$ cat config.mk
export PLATFORM = sky130hd
export DESIGN_NAME = mips_hilo_muldiv
export DESIGN_NICKNAME = d
export VERILOG_FILES = /design/src/rtl/mips_muldiv_pkg.sv /design/src/rtl/mips_muldiv_step.sv /design/src/rtl/mips_hilo_muldiv.sv
export SDC_FILE = /design/constraint.sdc
export NUM_CORES = 1
export LEC_CHECK = 0
export ABC_AREA = 1
export BUFFER_PORTS_ARGS = -buffer_cell sky130_fd_sc_hd__buf_2
export CORE_MARGIN = 2
export CORE_UTILIZATION = 45
export DETAILED_ROUTE_END_ITERATION = 10
export PLACE_DENSITY = 0.65
export SLEW_MARGIN = 20
export SYNTH_ARGS = -nofsm -noshare
export SYNTH_HDL_FRONTEND = slang
export SYNTH_HIERARCHICAL = 1
export SYNTH_SLANG_ARGS = --single-unit
$ cat constraint.sdc
create_clock -name clk -period 8.15 [get_ports clk]
set_input_delay 1.2225 -clock clk [delete_from_list [all_inputs] [get_ports clk]]
set_output_delay 1.2225 -clock clk [all_outputs]
set_load 0.03 [all_outputs]
$ cat src/rtl/mips_muldiv_pkg.sv
// Shared types for the HI/LO multiply/divide unit: operation encoding,
// FSM states and the default operand width.
package mips_muldiv_pkg;

  localparam int MULDIV_WIDTH = 32;

  typedef enum logic [1:0] {
    MULT  = 2'd0,
    MULTU = 2'd1,
    DIV   = 2'd2,
    DIVU  = 2'd3
  } muldiv_op_t;

  typedef enum logic [1:0] {
    IDLE = 2'd0,
    PREP = 2'd1,
    RUN  = 2'd2,
    FIX  = 2'd3
  } state_t;

endpackage

$ cat src/rtl/mips_muldiv_step.sv
// One iteration of the shared datapath: a shift-add multiply step or a
// restoring-divide step on a 2*WIDTH accumulator.
module mips_muldiv_step #(
  parameter int WIDTH = 32
) (
  input  logic                 i_mode,
  input  logic [2*WIDTH-1:0]   i_acc,
  input  logic [WIDTH-1:0]     i_operand,
  output logic [2*WIDTH-1:0]   o_acc,
  output logic                 o_qbit
);

  logic [WIDTH:0]   w_sum;
  logic [WIDTH:0]   w_rem_sh;
  logic [WIDTH-1:0] w_diff;

  // Remainder stays below twice the divisor, so a WIDTH-bit difference is exact
  // whenever the trial subtract succeeds.
  always_comb begin
    w_sum    = {1'b0, i_acc[2*WIDTH-1:WIDTH]} + (i_acc[0] ? {1'b0, i_operand} : '0);
    w_rem_sh = i_acc[2*WIDTH-1:WIDTH-1];
    w_diff   = w_rem_sh[WIDTH-1:0] - i_operand;
    o_qbit   = (w_rem_sh >= {1'b0, i_operand});
    if (i_mode) begin
      o_acc = {(o_qbit ? w_diff : w_rem_sh[WIDTH-1:0]), i_acc[WIDTH-2:0], 1'b0};
    end else begin
      o_acc = {w_sum, i_acc[WIDTH-1:1]};
    end
  end

endmodule

$ cat src/rtl/mips_hilo_muldiv.sv
// Iterative MULT/MULTU/DIV/DIVU unit owning the MIPS HI/LO registers,
// including MTHI/MTLO writes while idle.
module mips_hilo_muldiv
  import mips_muldiv_pkg::*;
#(
  parameter int WIDTH = MULDIV_WIDTH,
  parameter int CNT_W = $clog2(WIDTH) + 1
) (
  input  logic             clk,
  input  logic             reset,
  input  logic             start,
  input  logic [1:0]       op,
  input  logic [WIDTH-1:0] op_a,
  input  logic [WIDTH-1:0] op_b,
  input  logic             mthi,
  input  logic             mtlo,
  input  logic [WIDTH-1:0] mt_data,
  output logic             busy,
  output logic             done,
  output logic             div_by_zero,
  output logic [WIDTH-1:0] hi,
  output logic [WIDTH-1:0] lo
);

  state_t             r_state, w_state_nxt;
  muldiv_op_t         r_op;
  logic [WIDTH-1:0]   r_a, r_b, r_opnd, r_hi, r_lo;
  logic [2*WIDTH-1:0] r_acc, w_step_acc, w_acc_nxt, w_prod;
  logic [CNT_W-1:0]   r_cnt;
  logic               r_neg_q, r_neg_r, r_busy, r_done, r_dbz;
  logic               w_qbit, w_is_div, w_signed, w_sa, w_sb;
  logic               w_accept, w_mt_ok, w_last;
  logic [WIDTH-1:0]   w_res_hi, w_res_lo;

  function automatic logic [WIDTH-1:0] f_cneg(input logic [WIDTH-1:0] v, input logic neg);
    return neg ? -v : v;
  endfunction

  assign w_is_div = (r_op == DIV) || (r_op == DIVU);
  assign w_signed = (r_op == MULT) || (r_op == DIV);
  assign w_sa     = w_signed & r_a[WIDTH-1];
  assign w_sb     = w_signed & r_b[WIDTH-1];

  mips_muldiv_step #(.WIDTH(WIDTH)) u_step (
    .i_mode    (w_is_div),
    .i_acc     (r_acc),
    .i_operand (r_opnd),
    .o_acc     (w_step_acc),
    .o_qbit    (w_qbit)
  );

  assign w_acc_nxt = {w_step_acc[2*WIDTH-1:1], (w_is_div ? w_qbit : w_step_acc[0])};

  // ---- FSM: state register ----
  always_ff @(posedge clk or posedge reset) begin
    if (reset) r_state <= IDLE;
    else       r_state <= w_state_nxt;
  end

  // ---- FSM: next state ----
  always_comb begin
    w_state_nxt = r_state;
    case (r_state)
      IDLE:    if (start) w_state_nxt = PREP;
      PREP:    w_state_nxt = RUN;
      RUN:     if (r_cnt == CNT_W'(1)) w_state_nxt = FIX;
      FIX:     w_state_nxt = IDLE;
      default: w_state_nxt = IDLE;
    endcase
  end

  // ---- FSM: control strobes ----
  always_comb begin
    w_accept = (r_state == IDLE) && start;
    w_mt_ok  = (r_state == IDLE);
    w_last   = (r_state == RUN) && (r_cnt == CNT_W'(1));
  end

  // Results are formed from the final iteration so HI/LO land as FIX is entered,
  // coincident with done.
  always_comb begin
    w_prod   = r_neg_q ? -w_acc_nxt : w_acc_nxt;
    w_res_hi = w_prod[2*WIDTH-1:WIDTH];
    w_res_lo = w_prod[WIDTH-1:0];
    if (w_is_div) begin
      if (r_dbz) begin
        w_res_hi = r_a;
        w_res_lo = '1;
      end else begin
        w_res_hi = f_cneg(w_acc_nxt[2*WIDTH-1:WIDTH], r_neg_r);
        w_res_lo = f_cneg(w_acc_nxt[WIDTH-1:0], r_neg_q);
      end
    end
  end

  // ---- datapath and HI/LO registers ----
  always_ff @(posedge clk or posedge reset) begin
    if (reset) begin
      r_op    <= MULT;
      r_a     <= '0;
      r_b     <= '0;
      r_opnd  <= '0;
      r_acc   <= '0;
      r_cnt   <= '0;
      r_neg_q <= 1'b0;
      r_neg_r <= 1'b0;
      r_hi    <= '0;
      r_lo    <= '0;
      r_busy  <= 1'b0;
      r_done  <= 1'b0;
      r_dbz   <= 1'b0;
    end else begin
      r_busy <= (w_state_nxt != IDLE);
      r_done <= (w_state_nxt == FIX);
      if (w_accept) begin
        r_op  <= muldiv_op_t'(op);
        r_a   <= op_a;
        r_b   <= op_b;
        r_dbz <= op[1] && (op_b == '0);
      end
      if (r_state == PREP) begin
        r_neg_q <= w_sa ^ w_sb;
        r_neg_r <= w_sa;
        r_cnt   <= CNT_W'(WIDTH);
        if (w_is_div) begin
          r_acc  <= {{WIDTH{1'b0}}, f_cneg(r_a, w_sa)};
          r_opnd <= f_cneg(r_b, w_sb);
        end else begin
          r_acc  <= {{WIDTH{1'b0}}, f_cneg(r_b, w_sb)};
          r_opnd <= f_cneg(r_a, w_sa);
        end
      end
      if (r_state == RUN) begin
        r_acc <= w_acc_nxt;
        r_cnt <= r_cnt - CNT_W'(1);
      end
      if (w_last) begin
        r_hi <= w_res_hi;
        r_lo <= w_res_lo;
      end else if (w_mt_ok) begin
        if (mthi) r_hi <= mt_data;
        if (mtlo) r_lo <= mt_data;
      end
    end
  end

  assign busy        = r_busy;
  assign done        = r_done;
  assign div_by_zero = r_dbz;
  assign hi          = r_hi;
  assign lo          = r_lo;

endmodule

==> metrics.md <==
| Metric | Value |
|---|---|
| Outcome | `finished clean` |
| Clk buf depth | `3` |
| Most common cell after layout, fill and taps aside | `nand2_1` |
| Syn-to-layout area delta | `10.3%` |
| Fill cells | `5,200` |
| Final nets | `3,910` |
| Initial Util | `45.8%` |
| Row count | `80` |
| TNS Setup | `0 ps` |
| Top Metal Used | `met5` |
| Met3 wire len | `8170 um` |
| Worst Reg-to-Reg Cells | `26` |
| Worst hold path depth | `2` |
| Final Cycle Share | `56.0%` |
| Full die area | `0.0506 mm^2` |
| Synth Instances | `3,654` |
| Post-Syn Nets | `3,832` |
| Port bufs | `169` |
| Most used DFF post-synth | `dfrtp_1` |
| Core ar. | `0.0479 mm^2` |
| Chip height | `225 um` |
| Area of the multi-input gates | `0.0136 mm^2` |
| CTS tree | `yes` |
| Gpl congestion | `1.04` |
| Global route total overflow | `0` |
| Yosys top cell by area | `dfrtp_1` |
| Layout cells sized above 1 | `9.45%` |
| Initial antenna violation count | `4` |
| CP Data Arrival Time | `5030 ps` |
| CP required | `8620 ps` |
| Die width | `225 um` |
| Synth cell types | `52` |
| Initial DRT Pass Iterations | `6` |
| Post-synth EDFFs | `0` |
| Worst min path class | `flip-flop to flip-flop` |
| CTS root buf | `clkbuf_16` |
| Top post-synthesis cells by area | `dfrtp_1, nand2_1, nand3_1` |
| Post-CTS Hold Buffers | `0` |
| Routed WL per cell | `20.5 um` |
| Crit end category | `flip-flop` |
| Yosys Warn Count | `6` |
| Iteration-0 DRC Markers | `3,138` |
| WS Path Type | `flip-flop to flip-flop` |
| I/O pin count | `170` |
| Skew final | `26.4 ps` |
| Unrepaired setup endpoints after global routing | `no` |
| Seq cells post-synth | `239` |
| Register area share after synthesis | `27.2%` |
| Register area | `0.00599 mm^2` |
| Fin crit period | `4560 ps` |
| Ys async rst share | `100%` |
| First-pass GRT wire length | `136,000 um` |
| DR vias/cell | `5.64` |
| Setup-failing EPs final | `0` |
| DR vias | `24,700` |
| CTS sink cnt | `239` |
| Largest net degree at the start of global routing | `159` |
| Maxcap violations | `0` |
| Worst slew margin | `24.8%` |
| Post-CTS Setup Bufs | `0` |
| WL met2 | `38,200 um` |
| Reg clk slew, reported paths | `70 ps` |
| Remaining DRCs | `0` |
| Hold Fails Final Rpt | `0` |
| Total CTS buffers | `30` |
| Post-DP HPWL | `70,900 um` |
| WL final | `89,700 um` |
| Vias in the first global route | `22,500` |
| Worst setup SP type | `flip-flop` |
| Most frequent cells in the layout | `nand2_1, inv_1, nand3_1, nor2_1, o21ai_0` |
| Avg Cell Area, Syn | `6.01 um^2` |
| H-tree Lvls | `1` |
| Clock Latency Late Sink | `600 ps` |
| Synthesized area | `0.0219 mm^2` |
| FMAX | `219 MHz` |
| Overall Global Routing Usage | `35.2%` |
| Post-synth top area share | `27.2%` |
| Antenna viol nets, final | `0` |
| Worst slew pin tran | `1120 ps` |
| Slew Limit Fails | `0` |
| CP max FO | `33` |
| Met1 wire length | `39,000 um` |
| Post_cts resized | `0` |
routing by layer:
metal	track usage [%]	vias to the layer above
met5	0	-
met4	14.7	2
met3	5.00	204
met2	52.7	1193
met1	50.6	11400
li1	-	11900
cells by family after synthesis:
family | count (synthesis) | synth area share (%)
fa+ha+maj | 75 | 4.34
simple gates | 2121 | 41.4
flops | 239 | 27.2
compound gates | 532 | 13.3
buf+inv | 621 | 11.1
xor+xnor | 66 | 2.63
path summary, 6_finish.rpt:
kind	to	slack, ps	start
setup / recovery	hi[28]	3590	r_opnd[1]
hold / removal	r_b[4]	490	r_b[4]
setup reg to reg	hi[28]	3590	r_opnd[1]
hold reg to reg	r_b[4]	490	r_b[4]
max in group asynchronous	hi[22]	6120	reset
min in group asynchronous	r_b[19]	660	reset
cells in the mapped netlist, types with 3 or more instances:
library cell  instances
o221ai_1             10
or2_2                13
nand4_1              42
nand3b_1             36
o21a_1                6
clkinv_1              4
and2_1                5
nand3_1             373
o21bai_1              8
buf_6                 6
ha_1                 73
o211ai_1             45
o21ai_0             296
a21o_1                6
nor2_1              312
buf_2                33
xor2_1               44
nor2_4               12
nor4_1                8
buf_4                 3
buf_1                11
nor3_2                4
nand2_2              21
dfrtp_1             239
inv_1               455
nand2_4               4
o31ai_1               7
o21ai_1              18
inv_2                19
nor3_1               28
xnor2_1              22
nand2_1            1232
a21oi_1             125
clkbuf_1             89
nor2_2               22
worst max-delay path: stages (launching register included):
cell and delay [ps]:
dfrtp_1 460, inv_1 110, ha_1 430, nand2_1 80, nor2_1 130, nand3_1 110
nand3_2 140, nand2_2 70, nand2_2 80, nand2_4 250, nand2_8 330, nand2_1 90
nand3_1 130, nand2_1 150, inv_1 180, ha_1 310, nand2_1 140, nor2_1 350
nand3_1 180, nor3_1 170, nand2_1 100, nand2_1 80, nand2_1 60, nand3_1 60
nand2_1 80, nand2_1 60, nand2_1 60
registers in the layout, summed over array words and instances (netlist names), 2 cells and up:
| name | cells |
|---|---|
| r_cnt | 6 |
| r_state | 2 |
| lo | 32 |
| r_a | 32 |
| r_opnd | 32 |
| hi | 32 |
| r_acc | 64 |
| r_op | 2 |
| r_b | 32 |
layout make-up:
class / count / share of cell area (%)
diodes: 3 / 0.0310
clock buffers: 38 / 3.43
clock inverters: 18 / 1.02
inverters: 479 / 7.47
multi-input cells: 2794 / 56.0
flip-flops and latches: 239 / 24.7
well taps: 615 / 3.18
repair buffers: 188 / 4.14
through the flow:
step	area, um^2	setup WS, ps	utilization (%)	hold WS (ps)	cells
after floorplan	21900	368	-	453	3654
after global placement	23100	3340	48.2	472	4315
after detailed placement	23100	3770	48.2	474	4315
after CTS	24200	3750	50.5	490	4371
after global routing	24200	3310	50.5	520	4371
final	24200	3590	50.5	485	4374
Power is not shown: default switching activity piles up to over one toggle a cycle in this logic, so the estimate is an artifact.
